===== src/rtl/match_ctrl.sv =====
// Two-player match controller: gates presses, scores points, holds the field after each point.
// Optional PLAY inactivity timeout is built only when MATCH_CTRL_TIMEOUT_EN is defined.
module match_ctrl #(
    parameter int unsigned WIN_SCORE      = 7,
    parameter int unsigned HOLD_CYCLES    = 50000000,
    parameter int unsigned TIMEOUT_CYCLES = 500000000
) (
    input  logic       clk,
    input  logic       reset,
    input  logic       start,
    input  logic       L,
    input  logic       R,
    input  logic       left_edge,
    input  logic       right_edge,
    output logic       play_L,
    output logic       play_R,
    output logic       field_clr,
    output logic [3:0] left_score,
    output logic [3:0] right_score,
    output logic [1:0] winner,
    output logic [1:0] state
);

    typedef enum logic [1:0] {
        IDLE  = 2'b00,
        PLAY  = 2'b01,
        POINT = 2'b10,
        OVER  = 2'b11
    } state_t;

    localparam int unsigned HOLD_W    = (HOLD_CYCLES > 1) ? $clog2(HOLD_CYCLES) : 1;
    localparam logic [HOLD_W-1:0] HOLD_LAST = HOLD_W'(HOLD_CYCLES - 1);
    localparam logic [3:0] WIN = 4'(WIN_SCORE);

    state_t            state_q, state_d;
    logic [3:0]        left_score_q, left_score_d;
    logic [3:0]        right_score_q, right_score_d;
    logic [1:0]        winner_q, winner_d;
    logic              field_clr_q, field_clr_d;
    logic [HOLD_W-1:0] hold_cnt_q, hold_cnt_d;

`ifdef MATCH_CTRL_TIMEOUT_EN
    localparam int unsigned TO_W = (TIMEOUT_CYCLES > 1) ? $clog2(TIMEOUT_CYCLES) : 1;
    localparam logic [TO_W-1:0] TO_LAST = TO_W'(TIMEOUT_CYCLES - 1);

    logic [TO_W-1:0] to_cnt_q, to_cnt_d;
`endif

    always_comb begin
        state_d       = state_q;
        left_score_d  = left_score_q;
        right_score_d = right_score_q;
        winner_d      = winner_q;
        hold_cnt_d    = '0;
`ifdef MATCH_CTRL_TIMEOUT_EN
        to_cnt_d      = '0;
`endif
        case (state_q)
            IDLE: begin
                if (start) state_d = PLAY;
            end
            PLAY: begin
                if (left_edge && !right_edge) begin
                    if (left_score_q != WIN) left_score_d = left_score_q + 4'd1;
                    state_d = POINT;
                end else if (right_edge && !left_edge) begin
                    if (right_score_q != WIN) right_score_d = right_score_q + 4'd1;
                    state_d = POINT;
                end else if (left_edge && right_edge) begin
                    state_d = POINT;
`ifdef MATCH_CTRL_TIMEOUT_EN
                // Any press restarts the idle count; reaching the limit ends the rally unscored.
                end else if (L || R) begin
                    to_cnt_d = '0;
                end else if (to_cnt_q == TO_LAST) begin
                    state_d = POINT;
                end else begin
                    to_cnt_d = to_cnt_q + 1'b1;
`endif
                end
            end
            POINT: begin
                if (hold_cnt_q == HOLD_LAST) begin
                    if (left_score_q == WIN) begin
                        winner_d = 2'b01;
                        state_d  = OVER;
                    end else if (right_score_q == WIN) begin
                        winner_d = 2'b10;
                        state_d  = OVER;
                    end else begin
                        state_d = PLAY;
                    end
                end else begin
                    hold_cnt_d = hold_cnt_q + 1'b1;
                end
            end
            OVER: begin
                if (start) begin
                    left_score_d  = '0;
                    right_score_d = '0;
                    winner_d      = '0;
                    state_d       = PLAY;
                end
            end
            default: state_d = IDLE;
        endcase
        field_clr_d = (state_d != PLAY);
    end

    always_ff @(posedge clk) begin
        if (!reset) begin
            state_q       <= IDLE;
            left_score_q  <= '0;
            right_score_q <= '0;
            winner_q      <= '0;
            field_clr_q   <= 1'b1;
            hold_cnt_q    <= '0;
`ifdef MATCH_CTRL_TIMEOUT_EN
            to_cnt_q      <= '0;
`endif
        end else begin
            state_q       <= state_d;
            left_score_q  <= left_score_d;
            right_score_q <= right_score_d;
            winner_q      <= winner_d;
            field_clr_q   <= field_clr_d;
            hold_cnt_q    <= hold_cnt_d;
`ifdef MATCH_CTRL_TIMEOUT_EN
            to_cnt_q      <= to_cnt_d;
`endif
        end
    end

    // Gated by reset too, so a press cannot leak out while reset is pending in PLAY.
    assign play_L      = L & ~R & (state_q == PLAY) & reset;
    assign play_R      = R & ~L & (state_q == PLAY) & reset;
    assign field_clr   = field_clr_q;
    assign left_score  = left_score_q;
    assign right_score = right_score_q;
    assign winner      = winner_q;
    assign state       = state_q;

endmodule

===== config.mk =====
export PLATFORM = sky130hd
export DESIGN_NAME = match_ctrl
export DESIGN_NICKNAME = d
export VERILOG_FILES = /design/src/rtl/match_ctrl.sv
export SDC_FILE = /design/constraint.sdc
export NUM_CORES = 1
export LEC_CHECK = 0
export BUFFER_PORTS_ARGS = -buffer_cell sky130_fd_sc_hd__buf_2
export CORE_MARGIN = 1
export CORE_UTILIZATION = 30
export DETAILED_ROUTE_END_ITERATION = 10
export PLACE_DENSITY = 0.49
export SLEW_MARGIN = 20
export SYNTH_ARGS = -nofsm -noshare
export SYNTH_HDL_FRONTEND = slang
export SYNTH_SLANG_ARGS = --single-unit
export TNS_END_PERCENT = 5

===== constraint.sdc =====
create_clock -name clk -period 2.03 [get_ports clk]
set_input_delay 0.1015 -clock clk [delete_from_list [all_inputs] [get_ports clk]]
set_output_delay 0.1015 -clock clk [all_outputs]
set_load 0.005 [all_outputs]

# After elaboration in Yosys (flattened, before gate mapping)
# Index checks and enable logic that the tools add are counted.
[op_classes]
n_div = 0
muxes = 21
n_reduce_logical = 13
addsub = 3
shifts = 0
bitwise_logic = 10
n_eq_ne = 17
mul = 0
order_cmp = 0
[op_table]
columns = ["operator", "n"]
rows = [
  ["26-bit by 1-bit adder with 26-bit output (second input constant)", 1],
  ["26-bit == test (second input constant)", 1],
  ["4-bit 2-to-1 mux", 6],
  ["2-bit 2-to-1 mux", 11],
  ["4-bit one-hot mux with 2 select lines", 2],
  ["2-bit != test (second input constant)", 7],
  ["4-bit by 1-bit adder with 4-bit output (second input constant)", 2],
  ["4-bit by 3-bit == test with 1-bit output (second input constant)", 2],
  ["4-bit by 3-bit != test with 1-bit output (second input constant)", 2],
  ["4-bit AND reduction", 2],
  ["1-bit AND", 6],
  ["2-bit one-hot mux with 3 select lines", 1],
  ["5-bit AND reduction", 1],
  ["2-bit == test (second input constant)", 2],
  ["1-bit NOT", 4],
  ["2-bit one-hot mux with 2 select lines", 1],
  ["2-bit nonzero test", 2],
  ["1-bit logical AND", 3],
  ["3-bit != test (second input constant)", 1],
  ["3-bit OR reduction", 1],
  ["2-bit by 1-bit == test with 1-bit output (second input constant)", 1],
  ["1-bit zero test", 2],
  ["2-bit zero test", 1],
  ["2-bit by 1-bit != test with 1-bit output (second input constant)", 1],
  ["2-bit OR reduction", 1],
]
[totals]
in_bits = 7
latchBits = 0
ramBits = 0
output_inout_bits = 15
romBits = 0
mem_count = 0
regBits = 39

# Logic depth before layout (Yosys ltp)
[logic_depth]
depth_word = 6
mapped_depth = 8
depth_no_buf = 6

# Worst setup path before layout
# OpenSTA, ideal clock, no wires.
[synth_timing]
path_type = "register to register"
startpoint = "register hold_cnt_q[0]"
endpoint = "register hold_cnt_q[17]"
required_ns = 1.913
setup_ns = 0.117
path_stages_with_launch = 9
path_slack_ns = 0.171
n_path_buf = 2
arrival_time_ns = 1.742
synth_period_minus_slack_ns = 1.859
path_cell_list = "dfxtp_1 -> ha_1 -> and3_1 -> buf_2 -> nand4_1 -> or3_1 -> nand3_2 -> buf_2 -> nor2_1"
[synth_between]
elab_chain_len = 2
elab_cells_between_ends = 3
[synth_lines]
columns = ["element", "line_no", "rtl"]
rows = [
  ["from (decl)", "40", "logic [HOLD_W-1:0] hold_cnt_q, hold_cnt_d;"],
  ["from (signal assigned)", "127", "hold_cnt_q <= hold_cnt_d;"],
  ["parallel branches: the longest is 2 deep, another holds 26-bit by 1-bit adder with 26-bit output", "-", ""],
]
# Parallel ways; which one is timed is not known.
# A chain may end at the register's enable or synchronous reset.

# Worst setup path in the final report
[layout_timing]
startpoint = "register hold_cnt_q[10]"
endpoint = "register hold_cnt_q[25]"
# The elaborated chain is that of the path after synthesis.

==> results.md <==
- Die Height: 83.5 um
- Reg2reg path depth: 5
- CORE AREA: 0.00639 mm^2
- WL final: 4060 um
- CP Capture Type: register
- Mean routed wirelength per cell: 12.0 um
- Grt ovf: 0
- Share of flip-flops with an asynchronous set or reset: 0%
- Kind of critical path: reg2reg
- CTS tree: built
- Synth Net Count: 239
- Main combinational cell family by area after synthesis: simple AND/OR/NAND/NOR gates
- CTS Sinks: 39
- Worst R2R End: hold_cnt_q[25]$_SDFF_PP0_
- Clk Latency, worst-skew pair: 0.29 ns
- # H-tree levels: 2
- Syn-to-layout area delta: 18.2%
- Simple-Gate Fraction of Synth Area: 33.4%
- Port bufs: 21
- Slew Viols, Final: 0
- # Post-CTS Setup Buffers: 0
- Clock buffer depth: 2
- Clock transition at path regs: 0.08 ns
- Clock root buffer: clkbuf_8
- Routed Antenna Nets: 0
- Post-CTS Hold Buffers: 0
- Via count: 1601
- RSZ-0062 raised after global routing: no
- Starting Density: 31.2%
- Antenna violations before repair: 0
- CTS Buf Count: 5
- WP data arrival: 2.07 ns
- EDFF count, synth: 0
- Synth Instances: 226
- Vias in the first global route: 1419
- Warnings, synthesis: 0
- Req. time, crit path: 2.21 ns
- Worst min path class: in2reg
- GRT Total Usage: 12.0%
- Final setup viols: 0
- GPL Wtd Cong: 0.764
- Synth Cell Area: 0.00199 mm^2
- Dpl cells: 329
- Status: completed
- Die Area: 0.00697 mm^2
- Pwr dens: 615 mW/mm^2
- Peak supply drop: 0.000521 V
- Syn avg cell area: 8.81 um^2
- DR vias/cell: 4.75
- Worst Max-Slew Pin Slew: 0.499 ns
- Worst setup SP type: register
- Complex-gate fraction of the synthesized area: 8.98%
- Number of synthesized register bits: 39
- Fin nets: 272
- FMAX: 530 MHz
- Worst slew margin relative to its limit: 66.4%
- WHS: 0.185 ns
- Iteration-0 DRC Markers: 42
- Final Core Density: 36.9%
- Fillers: 664
- Setup TNS: 0 ns
- Post-synthesis adder-cell area fraction: 3.77%
- Xor and xnor area share after synthesis: 10.6%
- MaxCap Viol Count: 0
- Post-synthesis sequential area ratio: 39.2%
- Ant. Diodes: 0
- Reg2reg setup slack: 0.14 ns
- Leakage power: 0.000867 uW
- Count of different cell masters after synthesis: 47
- Share of layout cells above drive strength 1: 20.8%
- Main synth FF type: dfxtp_1
- CP Launch Point: hold_cnt_q[10]$_SDFF_PP0_
- FP Rows: 29
- Largest net degree at the start of global routing: 27
- First-pass GRT wire length: 6710 um
- Fin crit period: 1.89 ns
- Post-Layout Cell Count: 337
- Final worst-path cycle share: 92.9%
- DR pass1 iterations: 4
- CP max FO: 7
- Horiz. Die Dim: 83.5 um
- Critical Path Sink: hold_cnt_q[25]$_SDFF_PP0_
- Post-synthesis mux area share: 0.503%
- Hpwl dp: 2880 um
- Worst flop-to-flop path startpoint: hold_cnt_q[10]$_SDFF_PP0_
- Final hold vios: 0
- Ports: 22
- Layout Skew: 0.00953 ns
- # DRC: 0
==> registers in the layout, indices dropped and copies added, names as in the netlist <==
register and flops:
right_score 4, hold_cnt_q 26, left_score 4, state 2, winner 2, field_clr 1
==> synth_stat cells (6+ instances only) <==
cell type	n	area (um^2)
nor2_1	34	128
xnor2_1	12	105
dfxtp_1	39	781
nand4_1	6	37.5
inv_1	8	30.0
nor2b_1	7	43.8
ha_1	6	75.1
xor2_1	12	105
o21ai_0	7	35.0
nand3_1	11	55.1
nand2_1	15	56.3
==> cell type report <==
class                      instances  area (um^2)  area share (%)
multi-input combinational        171         1150            48.9
sequential                        39          781            33.2
timing repair buffer              34          215            9.14
tap                               77         96.3            4.09
clock buffer                       7         76.3            3.24
inverter                           8         30.0            1.28
clock inverter                     1         5.00           0.213
==> metal layers <==
metal	up-vias	share of wire, %	global-route usage (%)
met4	0	0.99	5.08
li1	852	-	-
met1	727	54	17.4
met2	20	42	16.8
met5	-	0	0
met3	2	2.3	3.07
==> placed cells by master, fill, tap and decap left out, drive strengths merged, types with 2 or more instances in the layout <==
cell / count
o21ai: 8
nor3: 7
xor2: 12
nor2b: 7
a22o: 3
nand3b: 4
nor2: 35
nor3b: 5
buf: 34
and4: 3
nand2: 15
nor4: 5
a21boi: 3
nand2b: 2
a21oi: 3
and4b: 2
and2: 2
xnor2: 12
nand3: 12
a31oi: 2
nand4: 6
ha: 6
clkbuf: 7
and3: 5
inv: 8
dfxtp: 39
==> cells by family (layout without fill, tap and decap cells) <==
kind of cell	count (synthesis)	in the layout
compound gates	26	26
xor+xnor	24	24
simple gates	114	114
flops	39	39
fa+ha+maj	6	6
mux	1	1
buf+inv	16	50
==> worst min-delay path by stage <==
stage / start / to / slack, ns / cells past startpoint
floorplan: L / play_R / 0.24 / 1
global placement: L / play_R / 0.43 / 3
detailed placement: R / play_L / 0.44 / 3
CTS: reset / right_score[3]$_SDFFE_PN0P_ / 0.17 / 2
global route: reset / right_score[3]$_SDFFE_PN0P_ / 0.19 / 2
finish: reset / right_score[3]$_SDFFE_PN0P_ / 0.19 / 2
==> power by group <==
group          internal (uW)  switching, uW  total, uW
registers                778           15.4        794
clock network            241            265        506
logic                   70.9           77.0        148
total                   1090            357       1450
==> critical path: stages, from the launching register on <==
cell and delay, ns:
dfxtp_1 0.39, nand4_1 0.16, or4b_1 0.74, nor4_4 0.28, xnor2_1 0.16, nor2_2 0.04
==> metrics by stage <==
stage	area (um^2)	power (uW)	setup WS, ns
global route	2350	1530	0.00532
CTS	2340	1460	0.0735
global placement	2260	953	0.103
finish	2350	1450	0.143
floorplan	1990	897	0.171
detailed placement	2260	952	0.0935
==> repair_timing <==
action                                 4_1_cts  5_1_grt
setup endpoints to repair                    0        6
endpoints found under the hold margin        0        0
resized for setup                            0        2
(Power assumes the default switching activity.)
